**config.mk**
```make
export PLATFORM = sky130hd
export DESIGN_NAME = muldiv_unit_flat
export DESIGN_NICKNAME = d
export VERILOG_FILES = /design/src/rtl/muldiv_unit_if.sv /design/src/rtl/muldiv_unit.sv /design/src/flat_wrapper.sv
export SDC_FILE = /design/constraint.sdc
export NUM_CORES = 1
export LEC_CHECK = 0
export CORE_MARGIN = 5
export CORE_UTILIZATION = 60
export CTS_CLUSTER_DIAMETER = 60
export CTS_CLUSTER_SIZE = 28
export DETAILED_ROUTE_END_ITERATION = 8
export PLACE_DENSITY = 0.82
export SLEW_MARGIN = 20
export SYNTH_ARGS = -nofsm -noshare
export SYNTH_HDL_FRONTEND = slang
export SYNTH_SLANG_ARGS = --single-unit
export TNS_END_PERCENT = 30
```
**constraint.sdc**
```tcl
create_clock -name clk -period 13.3 [get_ports clk]
set_input_delay 3.99 -clock clk [delete_from_list [all_inputs] [get_ports clk]]
set_output_delay 3.99 -clock clk [all_outputs]
set_load 0.05 [all_outputs]
```
**src/rtl/muldiv_unit_if.sv**
```systemverilog
// ============================================================================
// Module   : muldiv_unit_if
// Purpose  : Issue/result bundle between EX-stage control and muldiv_unit.
// Revision : 1.0
// ============================================================================
`default_nettype none

interface muldiv_unit_if #(
    parameter int WIDTH = 32
);
    logic             start;
    logic [2:0]       op;
    logic [WIDTH-1:0] a;
    logic [WIDTH-1:0] b;
    logic             flush;
    logic             busy;
    logic             done;
    logic [WIDTH-1:0] hi;
    logic [WIDTH-1:0] lo;

    modport master (
        output start, op, a, b, flush,
        input  busy, done, hi, lo
    );

    modport slave (
        input  start, op, a, b, flush,
        output busy, done, hi, lo
    );
endinterface

`default_nettype wire

```
**src/rtl/muldiv_unit.sv**
```systemverilog
// ============================================================================
// Module   : muldiv_unit
// Purpose  : Radix-2 iterative MULT/MULTU/DIV/DIVU with HI/LO and MTHI/MTLO.
// Revision : 1.0
// ============================================================================
`default_nettype none

module muldiv_unit #(
    parameter int WIDTH = 32
) (
    input  wire logic    clk,
    input  wire logic    rst_n,
    muldiv_unit_if.slave bus
);

    localparam int            CW        = $clog2(WIDTH) + 1;
    localparam logic [CW-1:0] c_LAST    = CW'(WIDTH - 1);
    localparam logic [2:0]    c_OP_MTHI = 3'd4;
    localparam logic [2:0]    c_OP_MTLO = 3'd5;

    typedef enum logic [0:0] {
        S_IDLE = 1'b0,
        S_CALC = 1'b1
    } state_t;

    state_t           r_state;
    state_t           w_state_nx;
    logic [CW-1:0]    r_cnt;
    logic [WIDTH-1:0] r_upper;
    logic [WIDTH-1:0] r_lower;
    logic [WIDTH-1:0] r_opnd;
    logic             r_is_div;
    logic             r_neg_q;
    logic             r_neg_r;
    logic             r_divzero;
    logic [WIDTH-1:0] r_hi;
    logic [WIDTH-1:0] r_lo;
    logic             r_done;

    logic             w_idle_go;
    logic             w_accept;
    logic             w_mt;
    logic             w_signed;
    logic             w_a_neg;
    logic             w_b_neg;
    logic [WIDTH-1:0] w_abs_a;
    logic [WIDTH-1:0] w_abs_b;

    assign w_idle_go = (r_state == S_IDLE) && bus.start && !bus.flush;
    assign w_accept  = w_idle_go && (bus.op <= 3'd3);
    assign w_mt      = w_idle_go && ((bus.op == c_OP_MTHI) || (bus.op == c_OP_MTLO));
    // Even opcodes among 0..3 (MULT, DIV) are the signed variants.
    assign w_signed  = !bus.op[0];
    assign w_a_neg   = w_signed && bus.a[WIDTH-1];
    assign w_b_neg   = w_signed && bus.b[WIDTH-1];
    assign w_abs_a   = w_a_neg ? ({WIDTH{1'b0}} - bus.a) : bus.a;
    assign w_abs_b   = w_b_neg ? ({WIDTH{1'b0}} - bus.b) : bus.b;

    always_ff @(posedge clk or negedge rst_n) begin
        if (!rst_n) begin
            r_state <= S_IDLE;
        end else begin
            r_state <= w_state_nx;
        end
    end

    always_comb begin
        w_state_nx = r_state;
        case (r_state)
            S_IDLE: begin
                if (w_accept) begin
                    w_state_nx = S_CALC;
                end
            end
            S_CALC: begin
                if (bus.flush || (r_cnt == c_LAST)) begin
                    w_state_nx = S_IDLE;
                end
            end
            default: w_state_nx = S_IDLE;
        endcase
    end

    logic [WIDTH:0]   w_mul_sum;
    logic [WIDTH:0]   w_div_shift;
    logic             w_div_ge;
    logic [WIDTH-1:0] w_div_diff;
    logic [WIDTH-1:0] w_upper_nx;
    logic [WIDTH-1:0] w_lower_nx;

    // Multiply: shift-add on {upper,lower}, multiplier consumed from lower LSB.
    // Divide: restoring, dividend shifted out of lower, quotient shifted in.
    assign w_mul_sum   = {1'b0, r_upper} + (r_lower[0] ? {1'b0, r_opnd} : {(WIDTH+1){1'b0}});
    assign w_div_shift = {r_upper, r_lower[WIDTH-1]};
    assign w_div_ge    = (w_div_shift >= {1'b0, r_opnd});
    assign w_div_diff  = w_div_shift[WIDTH-1:0] - r_opnd;

    always_comb begin
        w_upper_nx = w_mul_sum[WIDTH:1];
        w_lower_nx = {w_mul_sum[0], r_lower[WIDTH-1:1]};
        if (r_is_div) begin
            w_upper_nx = w_div_ge ? w_div_diff : w_div_shift[WIDTH-1:0];
            w_lower_nx = {r_lower[WIDTH-2:0], w_div_ge};
        end
    end

    logic [2*WIDTH-1:0] w_prod;
    logic [2*WIDTH-1:0] w_prod_fix;
    logic [WIDTH-1:0]   w_quot;
    logic [WIDTH-1:0]   w_rem;
    logic [WIDTH-1:0]   w_hi_wb;
    logic [WIDTH-1:0]   w_lo_wb;

    assign w_prod     = {w_upper_nx, w_lower_nx};
    assign w_prod_fix = r_neg_q ? ({(2*WIDTH){1'b0}} - w_prod) : w_prod;
    // Divide-by-zero: the restoring loop already leaves rem = |a|, so only the
    // quotient needs forcing; negating rem by a's sign recovers a exactly.
    assign w_quot     = r_divzero ? {WIDTH{1'b1}}
                      : (r_neg_q ? ({WIDTH{1'b0}} - w_lower_nx) : w_lower_nx);
    assign w_rem      = r_neg_r ? ({WIDTH{1'b0}} - w_upper_nx) : w_upper_nx;
    assign w_hi_wb    = r_is_div ? w_rem  : w_prod_fix[2*WIDTH-1:WIDTH];
    assign w_lo_wb    = r_is_div ? w_quot : w_prod_fix[WIDTH-1:0];

    always_ff @(posedge clk or negedge rst_n) begin
        if (!rst_n) begin
            r_cnt     <= '0;
            r_upper   <= '0;
            r_lower   <= '0;
            r_opnd    <= '0;
            r_is_div  <= 1'b0;
            r_neg_q   <= 1'b0;
            r_neg_r   <= 1'b0;
            r_divzero <= 1'b0;
            r_hi      <= '0;
            r_lo      <= '0;
            r_done    <= 1'b0;
        end else begin
            r_done <= 1'b0;
            if (w_accept) begin
                r_cnt     <= '0;
                r_upper   <= '0;
                r_lower   <= bus.op[1] ? w_abs_a : w_abs_b;
                r_opnd    <= bus.op[1] ? w_abs_b : w_abs_a;
                r_is_div  <= bus.op[1];
                r_neg_q   <= w_a_neg ^ w_b_neg;
                r_neg_r   <= w_a_neg;
                r_divzero <= bus.op[1] && (bus.b == '0);
            end else if ((r_state == S_CALC) && !bus.flush) begin
                r_upper <= w_upper_nx;
                r_lower <= w_lower_nx;
                if (r_cnt == c_LAST) begin
                    r_hi   <= w_hi_wb;
                    r_lo   <= w_lo_wb;
                    r_done <= 1'b1;
                end else begin
                    r_cnt <= r_cnt + CW'(1);
                end
            end else if (w_mt) begin
                if (bus.op == c_OP_MTHI) begin
                    r_hi <= bus.a;
                end else begin
                    r_lo <= bus.a;
                end
            end
        end
    end

    assign bus.busy = (r_state == S_CALC);
    assign bus.done = r_done;
    assign bus.hi   = r_hi;
    assign bus.lo   = r_lo;

endmodule

`default_nettype wire

```
**src/flat_wrapper.sv**
```systemverilog
// flat-port wrapper written by rule: the top's interface ports become plain ports
module muldiv_unit_flat 
#(
    parameter int WIDTH = 32
)
  (clk, rst_n, bus_start, bus_op, bus_a, bus_b, bus_flush, bus_busy, bus_done, bus_hi, bus_lo);
  muldiv_unit_if #(.WIDTH(WIDTH)) bus_i ();
  input  wire logic clk;
  input  wire logic rst_n;
  input wire logic [$bits(bus_i.start)-1:0] bus_start;
  input wire logic [$bits(bus_i.op)-1:0] bus_op;
  input wire logic [$bits(bus_i.a)-1:0] bus_a;
  input wire logic [$bits(bus_i.b)-1:0] bus_b;
  input wire logic [$bits(bus_i.flush)-1:0] bus_flush;
  output wire logic [$bits(bus_i.busy)-1:0] bus_busy;
  output wire logic [$bits(bus_i.done)-1:0] bus_done;
  output wire logic [$bits(bus_i.hi)-1:0] bus_hi;
  output wire logic [$bits(bus_i.lo)-1:0] bus_lo;
  assign bus_i.start = bus_start;
  assign bus_i.op = bus_op;
  assign bus_i.a = bus_a;
  assign bus_i.b = bus_b;
  assign bus_i.flush = bus_flush;
  assign bus_busy = bus_i.busy;
  assign bus_done = bus_i.done;
  assign bus_hi = bus_i.hi;
  assign bus_lo = bus_i.lo;
  muldiv_unit #(.WIDTH(WIDTH)) u_core (.clk(clk), .rst_n(rst_n), .bus(bus_i));
endmodule
```
=== After elaboration in Yosys (flattened, before gate mapping) ===
Cells that the tools add are included.

* Div/mod/pow operators: 0
* Shift-type cells: 0
* Eq/ne operators: 6
* Muxes and demuxes: 35
* Reduce and logical (&&, ||, !) cells: 19
* Bitwise logic cells: 3
* Add/subtract/negate cells: 8
* Order comparisons: 2
* Multiply operators: 0

{| class="wikitable"
|+ Operator list
! operator !! count
|-
| 32-bit two-way mux || 25
|-
| 1-bit by 32-bit subtractor with 32-bit output, first input constant || 4
|-
| 64-bit two-way mux || 1
|-
| 1-bit by 64-bit subtractor with 64-bit output, first input constant || 1
|-
| 32-bit by 33-bit adder with 33-bit output || 1
|-
| 33-bit by 32-bit greater-or-equal comparator with 1-bit output || 1
|-
| 32-bit logical NOT || 1
|-
| 32-bit subtractor || 1
|-
| 6-bit two-way mux || 3
|-
| 1-bit logical AND || 8
|-
| 4-bit AND reduction || 2
|-
| 6-bit by 1-bit adder with 6-bit output, second input constant || 1
|-
| 3-bit equality test, second input constant || 2
|-
| 6-bit by 5-bit equality test with 1-bit output, second input constant || 1
|-
| 2-bit by 1-bit inequality test with 1-bit output, second input constant || 3
|-
| 2-bit nonzero test || 3
|-
| 1-bit two-way mux || 5
|-
| 3-bit by 2-bit <= comparator with 1-bit output, second input constant || 1
|-
| 1-bit logical NOT || 2
|-
| 1-bit logical OR || 2
|-
| 1-bit inverter || 2
|-
| 1-bit one-hot mux with 2 select lines || 1
|-
| 2-bit AND reduction || 1
|-
| 1-bit XOR || 1
|}

* Flip-flop bits (word level): 172
* Word-level logic and storage cells: 85
* Memory bits (writable): 0
* Bits in latches: 0
* ROM bits: 0
* Memories: 0
* Input bits: 71
* Output and inout port bits: 66

=== Longest topological paths before layout ===
Gate-level depths: netlist of the first run.

* Word-level depth: 9
* Depth in mapped cells: 25
* Depth with buffers taken out: 22

=== Worst setup path after synthesis of the first run ===
Ideal clock, no wire load.

* Kind: input-to-reg
* Start point: input port bus_a[4]
* End point: register u_core.r_lower[28]
* Buffers on the path: 0
* Data required time: 13.174 ns
* Arrival: 7.005 ns
* Stages: 11
* Setup time: 0.126 ns
* Path slack: 6.169 ns
* Cells stage by stage: or3_1 > nor3b_1 > nand2_1 > or4_1 > or3_1 > or4_1 > nor3_1 > a21oi_1 > xnor2_1 > a21oi_1 > a221o_1

* Word-level cells in the longest chain between the ends: 4

{| class="wikitable"
|+ Ends and longest elaborated chain
! element !! RTL line !! RTL
|-
| from (decl) || flat_wrapper.sv:12 || <nowiki>input wire logic [$bits(bus_i.a)-1:0] bus_a;</nowiki>
|-
| 1-bit by 32-bit subtractor with 32-bit output || muldiv_unit.sv:56 || <nowiki>assign w_abs_a = w_a_neg ? ({WIDTH{1'b0}} - bus.a) : bus.a;</nowiki>
|-
| 32-bit two-way mux || muldiv_unit.sv:56 ||
|-
| 32-bit two-way mux || muldiv_unit.sv:142 || <nowiki>r_lower <= bus.op[1] ? w_abs_a : w_abs_b;</nowiki>
|-
| 32-bit two-way mux || muldiv_unit.sv:139 || <nowiki>if (w_accept) begin</nowiki>
|-
| to (signal assigned) || muldiv_unit.sv:142 ||
|-
| to (signal assigned) || muldiv_unit.sv:150 || <nowiki>r_lower <= w_lower_nx;</nowiki>
|-
| to (decl) || muldiv_unit.sv:30 || <nowiki>logic [WIDTH-1:0] r_lower;</nowiki>
|}

No other way between the ends.
A chain may end at the register's enable or synchronous reset.

=== Final worst setup path of the first run ===
Same ends and word-level chain as after synthesis.

==> impl_results.md, run 1 <==
- Tmin final: a little under 8 ns
- Largest net degree at the start of global routing: 86
- Post-synth top area share: 0.267
- Hold EP: u_core.bus.lo[26]
- Synth Net Count: 2,257
- TritonCTS clock tree: done
- Synth Cell Area: 0.0161 mm2
- Worst setup margin: 5.55 ns
- DP Worst Slack: ~5.2 ns
- DIE HEIGHT: between 150 and 200 um
- Initial Util: 0.603
- Placed Area: ~0.018 mm2
- Vias per inst: roughly 7.0
- Die width: 174 um
- EDFF count, synth: 0
- Routed Antenna Nets: 0
- CP Data Required Time: 13.63 ns
- Tightest Pin Transition: 1.15 ns
- CTS Buf Count: 17
- Max_cap viols: 0
- Crit path kind: in2reg
- Clock buffer depth: 2
- DRT iter0 DRCs: 2,563
- Hold Crit Class: reg2reg
- Root Buffer: clkbuf_16
- Reg2reg start: u_core.r_opnd[26]
- I/O pin total: 137
- RSZ-0062 raised after global routing: no
- Via count: 17,800
- Max-slew violation count: 0
- Slowest CP cell: clkdlybuf4s50_1
- Outcome: completed
- Drt drc: 0
- Initial antenna violation count: 3
- Hold path start: u_core.bus.lo[26]
- Vias in the first global route: 17,000
- Layout Cells excl Fill: 2,527
- Die area: between 0.03 and 0.04 mm2
- Rows: 60
- Routability-driven placement congestion ratio: 1.04
- Hold Crit Depth: 2
- Area Growth Syn to Fin: 12.8%
- Most frequent cells in the layout: 253 x nand2_1, 236 x o21ai_0, 175 x a21oi_1, 172 x nor2_1, 171 x dfrtp_1
- Synth warn: 0
- Placed Cells: roughly 2,500
- Share of layout cells above drive strength 1: 0.0513
- Cts hold-fix bufs: 0
- VDD IR-drop max: 0.000107 V
- Final setup TNS: 0 ns
- Post-synth top flop: dfrtp_1
- Data arrival, critical path: 8.09 ns
- PD cells: 207 mW/mm2
- Clock transition at path regs: 0.07 ns
- Crit path capture type: flop
- Nets: 2,313
- Crit share post-route: 0.583
- Synth area leaders: dfrtp_1 27%, o21ai_0 7.3%, nand2_1 5.9%
- Drt wl/cell: 26.4 um
- R2R depth: 23
- CTS H-tree depth: 4
- All-layer global routing usage: 0.431
- Endpoints failing hold: 0
- Worst path cell trace: clkdlybuf4s50_1 > or3_1 > nor3b_1 > nand2_1 > or4_1 > or3_1 > or4_1 > nor3_1 > a21oi_1 > xnor2_1 > a21oi_1 > a221o_1
- Syn Inst Count: 2,115
- Number of synthesized register bits: 172
- Post-DP HPWL: 49.7 mm
- Core area: 0.0267 mm2
- First-pass GRT wire length: 102 mm
- CP peak stage delay: 0.50 ns
- CP Launch Type: input port
- Yosys top cell by area: dfrtp_1
- PortBufs: between 100 and 150
- Pre-antenna DRT Iters: 6
- Cell variety after synth: 92
- Clock Sinks: between 150 and 200
- Flop2flop setup slack: 6.67 ns
- Final WL: approximately 67 mm
- Leakage: 0.00752 uW
- Total gr overflow: 0
- Worst R2R End: u_core.bus.hi[2]
- CP max FO: 4
- Sequential-to-total area share from yosys stat: 0.267
- Fmax: 0.129 GHz
- Commonest non-fill, non-tap cell in the layout: nand2_1
- Fin area: approximately 0.018 mm2
- Final setup fails: 0
- Post-CTS resize count: 0
- Async S/R FF share, synth: 1.00
- Clock Latency Late Sink: 0.46 ns
- Worst rel slew slack: 0.235
- Layout Skew: 0.0139 ns
- Syn avg cell area: 7.62 um2
- Buffer count from post-CTS setup fixing: 0
==> synth_stat cells (all sizes together), types with 14 or more instances <==
| cell | n |
|---|---|
| a211oi | 22 |
| a21o | 35 |
| a21oi | 176 |
| a221oi | 14 |
| a22o | 24 |
| a31oi | 28 |
| and2 | 44 |
| and3 | 20 |
| buf | 27 |
| clkbuf | 95 |
| dfrtp | 172 |
| ha | 69 |
| inv | 72 |
| mux2i | 33 |
| nand2 | 254 |
| nand2b | 19 |
| nand3 | 34 |
| nand4 | 14 |
| nor2 | 174 |
| nor2b | 21 |
| nor3 | 48 |
| nor4 | 21 |
| o211ai | 35 |
| o21a | 22 |
| o21ai | 244 |
| o21bai | 14 |
| o22ai | 38 |
| o31ai | 19 |
| or3 | 28 |
| xnor2 | 84 |
| xor2 | 76 |
==> kinds of logic (layout without fill, tap and decap cells) <==
family	Yosys count	in the layout	share of synthesized area
and+or+nand+nor	722	722	0.217
xor gates and xnor gates	160	160	0.0870
adders and majority gates	71	71	0.0561
DFF	172	172	0.267
other	0	3	0
AOI/OAI and AO/OA	751	751	0.298
buffers and inverters	197	265	0.0483
muxes	42	42	0.0268
==> how the worst max path moves through the flow <==
stage / from / end / slack [ns] / cells after the start
after global placement: bus_a[2] / u_core.r_lower[28] / 5.25 / 12
after global routing: bus_a[2] / u_core.r_lower[29] / 5.29 / 14
after detailed placement: bus_a[2] / u_core.r_lower[28] / 5.21 / 12
after floorplan: bus_a[4] / u_core.r_lower[28] / 6.17 / 11
after CTS: bus_a[2] / u_core.r_lower[28] / 5.66 / 12
final: bus_a[4] / u_core.r_lower[28] / 5.55 / 12
==> layout make-up <==
cell class                      instances  area (um2)
Clock buffer                           19         433
Sequential cell                       172        4310
Tap cell                              341         427
Timing Repair Buffer                  159        1530
Fill cell                            2306        8550
Antenna cell                            3        7.51
Inverter                               75         282
Multi-Input combinational cell       1746       11100
Clock inverter                         12         139
==> worst max-delay path, delay by kind of cell <==
family	cells	cell delay [ns]
AND/OR/NAND/NOR	7	2.75
buffers and inverters	1	0.50
XOR/XNOR	1	0.23
AO/OA/AOI/OAI	3	0.60
==> per-layer routing <==
metal / GRT usage / up-vias / part of all wire
met5: 0 / - / 0
met4: 0.273 / 0 / 0.082
met3: 0.0957 / 334 / 0.11
met2: 0.680 / 1291 / 0.45
met1: 0.534 / 8372 / 0.36
li1: - / 7804 / -
==> state kept, by name, indices dropped and copies added (netlist names) <==
signal            cells
u_core.bus.hi        32
u_core.bus.lo        32
u_core.r_lower       32
u_core.r_opnd        32
u_core.r_upper       32
u_core.r_cnt          6
u_core.bus.busy       1
u_core.bus.done       1
u_core.r_divzero      1
u_core.r_is_div       1
u_core.r_neg_q        1
u_core.r_neg_r        1
==> power breakdown <==
| part | internal, uW | total [uW] | leakage, uW | switching, uW |
|---|---|---|---|---|
| registers | 651 | 811 | 0.00216 | 160 |
| clock network | 278 | 519 | 0.000267 | 241 |
| logic | 819 | 2430 | 0.00509 | 1620 |
==> through the flow <==
stage	hold slack [ns]	total power [uW]	utilization
after floorplan	0.463	2400	-
after global placement	0.466	3120	0.658
after detailed placement	0.474	3150	0.658
after CTS	0.490	3680	0.680
after global routing	0.520	3940	0.680
final	0.487	3760	0.680
Power figures use the tool's default switching activity.
==> run 2: changes to the inputs <==
Clock period 13.3 ns to 7.6 ns, I/O delays scaled along.
==> run 2 against run 1 <==
Highest routed layer is now met5. Via count is 2.9% lower. Combinational power is 73% higher. Core utilization is 0.22 points higher. Largest cell class unchanged.
==> impl_results.md, run 2 (same netlist as run 1, synthesis figures left out) <==
- Outcome: completed (unchanged)
- Metal3 WL: 6.29 mm (was 7.05 mm)
- Fmax: 0.164 GHz
- CP Data Required Time: 7.90 ns (was 13.63 ns)
- DRT iter0 DRCs: 2,121 (was 2,563)
- Area Growth Syn to Fin: 13.2% (was 12.8%)
- All-layer global routing usage: 0.413 (was 0.431)
- Crit path capture type: flop (unchanged)
- Crit path kind: reg2reg (was in2reg)
- Slowest CP cell: a211oi_1 (was clkdlybuf4s50_1)
- Post-DP HPWL: 48.7 mm (was 49.7 mm)
- CTS H-tree depth: 4 (unchanged)
- Root Buffer: clkbuf_16 (unchanged)
- Die width: 174 um (unchanged)
- Max Used Layer: met5 (was met4)
- DIE HEIGHT: 174 um (unchanged)
- First-pass GRT wire length: 97.5 mm (was 102 mm)
- Clock transition at path regs: 0.07 ns (about the same)
- RSZ-0062 raised after global routing: no (unchanged)
- Vias per inst: 6.84 (was 7.04)
- Largest net degree at the start of global routing: 119 (was 86)
- Worst path most repeated cell: nand2_1
- PortBufs: 136 (unchanged)
- Core area: 0.0267 mm2 (unchanged)
- Buffer count from post-CTS setup fixing: 0 (unchanged)
- Rows: 60 (unchanged)
- CP Launch Type: flop (was input port)
- Most frequent cells in the layout: 253 x nand2_1, 236 x o21ai_0, 175 x a21oi_1, 172 x nor2_1, 171 x dfrtp_1 (unchanged)
- Hold Crit Class: reg2reg (unchanged)
- CTS Buf Count: 17 (unchanged)
- Vias in the first global route: 16,500 (was 17,000)
- Total gr overflow: 0 (unchanged)
- Final setup TNS: 0 ns (unchanged)
- VDD IR-drop max: 0.000193 V (was 0.000107 V)
- Routed Antenna Nets: 0 (unchanged)
- Max_cap viols: 0 (unchanged)
- Clock Sinks: 172 (unchanged)
- Die area: 0.0302 mm2 (unchanged)
- Crit share post-route: 0.801
- Tmin final: 6.09 ns
- Drt drc: 0 (unchanged)
- WL met2: 28.2 mm (was 29.9 mm)
- Hold slack: 0.491 ns (was 0.487 ns)
- DP Worst Slack: 1.29 ns (was 5.21 ns)
- Top delay family on crit path: compound AO/OA/AOI/OAI gates (was simple AND/OR/NAND/NOR gates)
- Final setup fails: 0 (unchanged)
- TritonCTS clock tree: done (unchanged)
- Pre-antenna DRT Iters: 9 (was 6)
- Placed Area: 0.0176 mm2 (about the same)
- Leakage: 0.00755 uW (was 0.00752 uW)
- Clock buffer depth: 2 (unchanged)
- CP max FO: 14 (was 4)
- Final WL: 64.2 mm (was 66.7 mm)
- Worst Path Buf+Inv: 0 (was 1)
- Post-Route Utilization: 0.682 (was 0.680)
- Routed metal-1 wire length: 24.3 mm (about the same)
- Layout Skew: 0.0143 ns (was 0.0139 ns)
- I/O pin total: 137 (unchanged)
- Via count: 17,300 (was 17,800)
- Share of layout cells above drive strength 1: 0.0517 (was 0.0513)
- Fin area: 0.0182 mm2 (about the same)
- Endpoints failing hold: 0 (unchanged)
- PD cells: 359 mW/mm2 (was 207 mW/mm2)
- Routability-driven placement congestion ratio: 1.07 (was 1.04)
- Commonest non-fill, non-tap cell in the layout: nand2_1 (unchanged)
- Worst rel slew slack: 0.252 (was 0.235)
- Max-slew violation count: 0 (unchanged)
- Nets: 2,313 (unchanged)
- CP peak stage delay: 0.54 ns (was 0.50 ns)
- Data arrival, critical path: 6.39 ns (was 8.09 ns)
- Post-CTS resize count: 0 (unchanged)
- Drt wl/cell: 25.4 um (was 26.4 um)
- Worst setup margin: 1.51 ns (was 5.55 ns)
- Tightest Pin Transition: 1.12 ns (was 1.15 ns)
- Initial Util: 0.603 (unchanged)
- Initial antenna violation count: 3 (unchanged)
- Cts hold-fix bufs: 0 (unchanged)
- Clock Latency Late Sink: 0.45 ns (was 0.46 ns)
- Worst path cell trace: ha_1 > a21oi_1 > o21ai_1 > a211oi_1 > o211ai_4 > nor2_2 > nand2_1 > o21ai_0 > ha_1 > nand2_1 > or2_2 > nor4_1 > nand3_1 > o31ai_1 > nand2_1 > nand2_1 > a21oi_1 > xnor2_1 > nor2_1 > a21oi_1 > o21ai_0 (was clkdlybuf4s50_1 > or3_1 > nor3b_1 > nand2_1 > or4_1 > or3_1 > or4_1 > nor3_1 > a21oi_1 > xnor2_1 > a21oi_1 > a221o_1)
-- run 2: cell count changes in the layout (fill, tap and decap cells not counted), sizes merged --
cell and change:
bufinv +1, diode -1, clkinvlp -1, inv +1
-- run 2: layer usage --
metal	vias to the layer above	track usage
li1	7809	-
met1	8083	0.521
met2	1091	0.641
met3	293	0.0822
met4	2	0.283
met5	-	0
-- run 2: power by group --
| group | total (uW) | internal, uW | switching (uW) | leakage (uW) |
|---|---|---|---|---|
| combinational | 4200 | 1430 | 2760 | 0.00509 |
| clock | 956 | 528 | 428 | 0.000290 |
| sequential | 1400 | 1140 | 259 | 0.00216 |
-- run 2: final cells by class --
class	instances	area [um2]
Timing Repair Buffer	159	1540
Multi-Input combinational cell	1746	11100
Clock buffer	19	433
Sequential cell	172	4310
Clock inverter	13	181
Inverter	75	282
Tap cell	341	427
Antenna cell	2	5.00
Fill cell	2307	8490
-- run 2: worst register-to-register path: stages, from the launching register on --
cell,delay [ns]
dfrtp_1,0.42
ha_1,0.41
a21oi_1,0.24
o21ai_1,0.19
a211oi_1,0.54
o211ai_4,0.30
nor2_2,0.28
nand2_1,0.08
o21ai_0,0.33
ha_1,0.30
nand2_1,0.07
or2_2,0.34
nor4_1,0.26
nand3_1,0.23
o31ai_1,0.47
nand2_1,0.33
nand2_1,0.30
a21oi_1,0.13
xnor2_1,0.44
nor2_1,0.08
a21oi_1,0.14
o21ai_0,0.09
-- run 2: stage by stage --
stage,total power (uW),instances
after detailed placement,5460,2493
after global routing,6900,2525
after global placement,5430,2493
final,6550,2527
after CTS,6430,2525
after floorplan,4200,2115
-- run 2: worst paths after layout --
path | start | end | slack, ns | depth (start not counted)
setup / recovery | u_core.r_upper[15] | u_core.bus.hi[2] | 1.51 | 21
hold / removal | u_core.bus.lo[0] | u_core.bus.lo[0] | 0.49 | 2
min in group asynchronous | rst_n | u_core.r_upper[13] | 1.79 | 1
setup reg to reg | u_core.r_upper[15] | u_core.bus.hi[2] | 1.51 | 21
hold reg to reg | u_core.bus.lo[0] | u_core.bus.lo[0] | 0.49 | 2
max in group asynchronous | rst_n | u_core.bus.lo[12] | 4.74 | 2
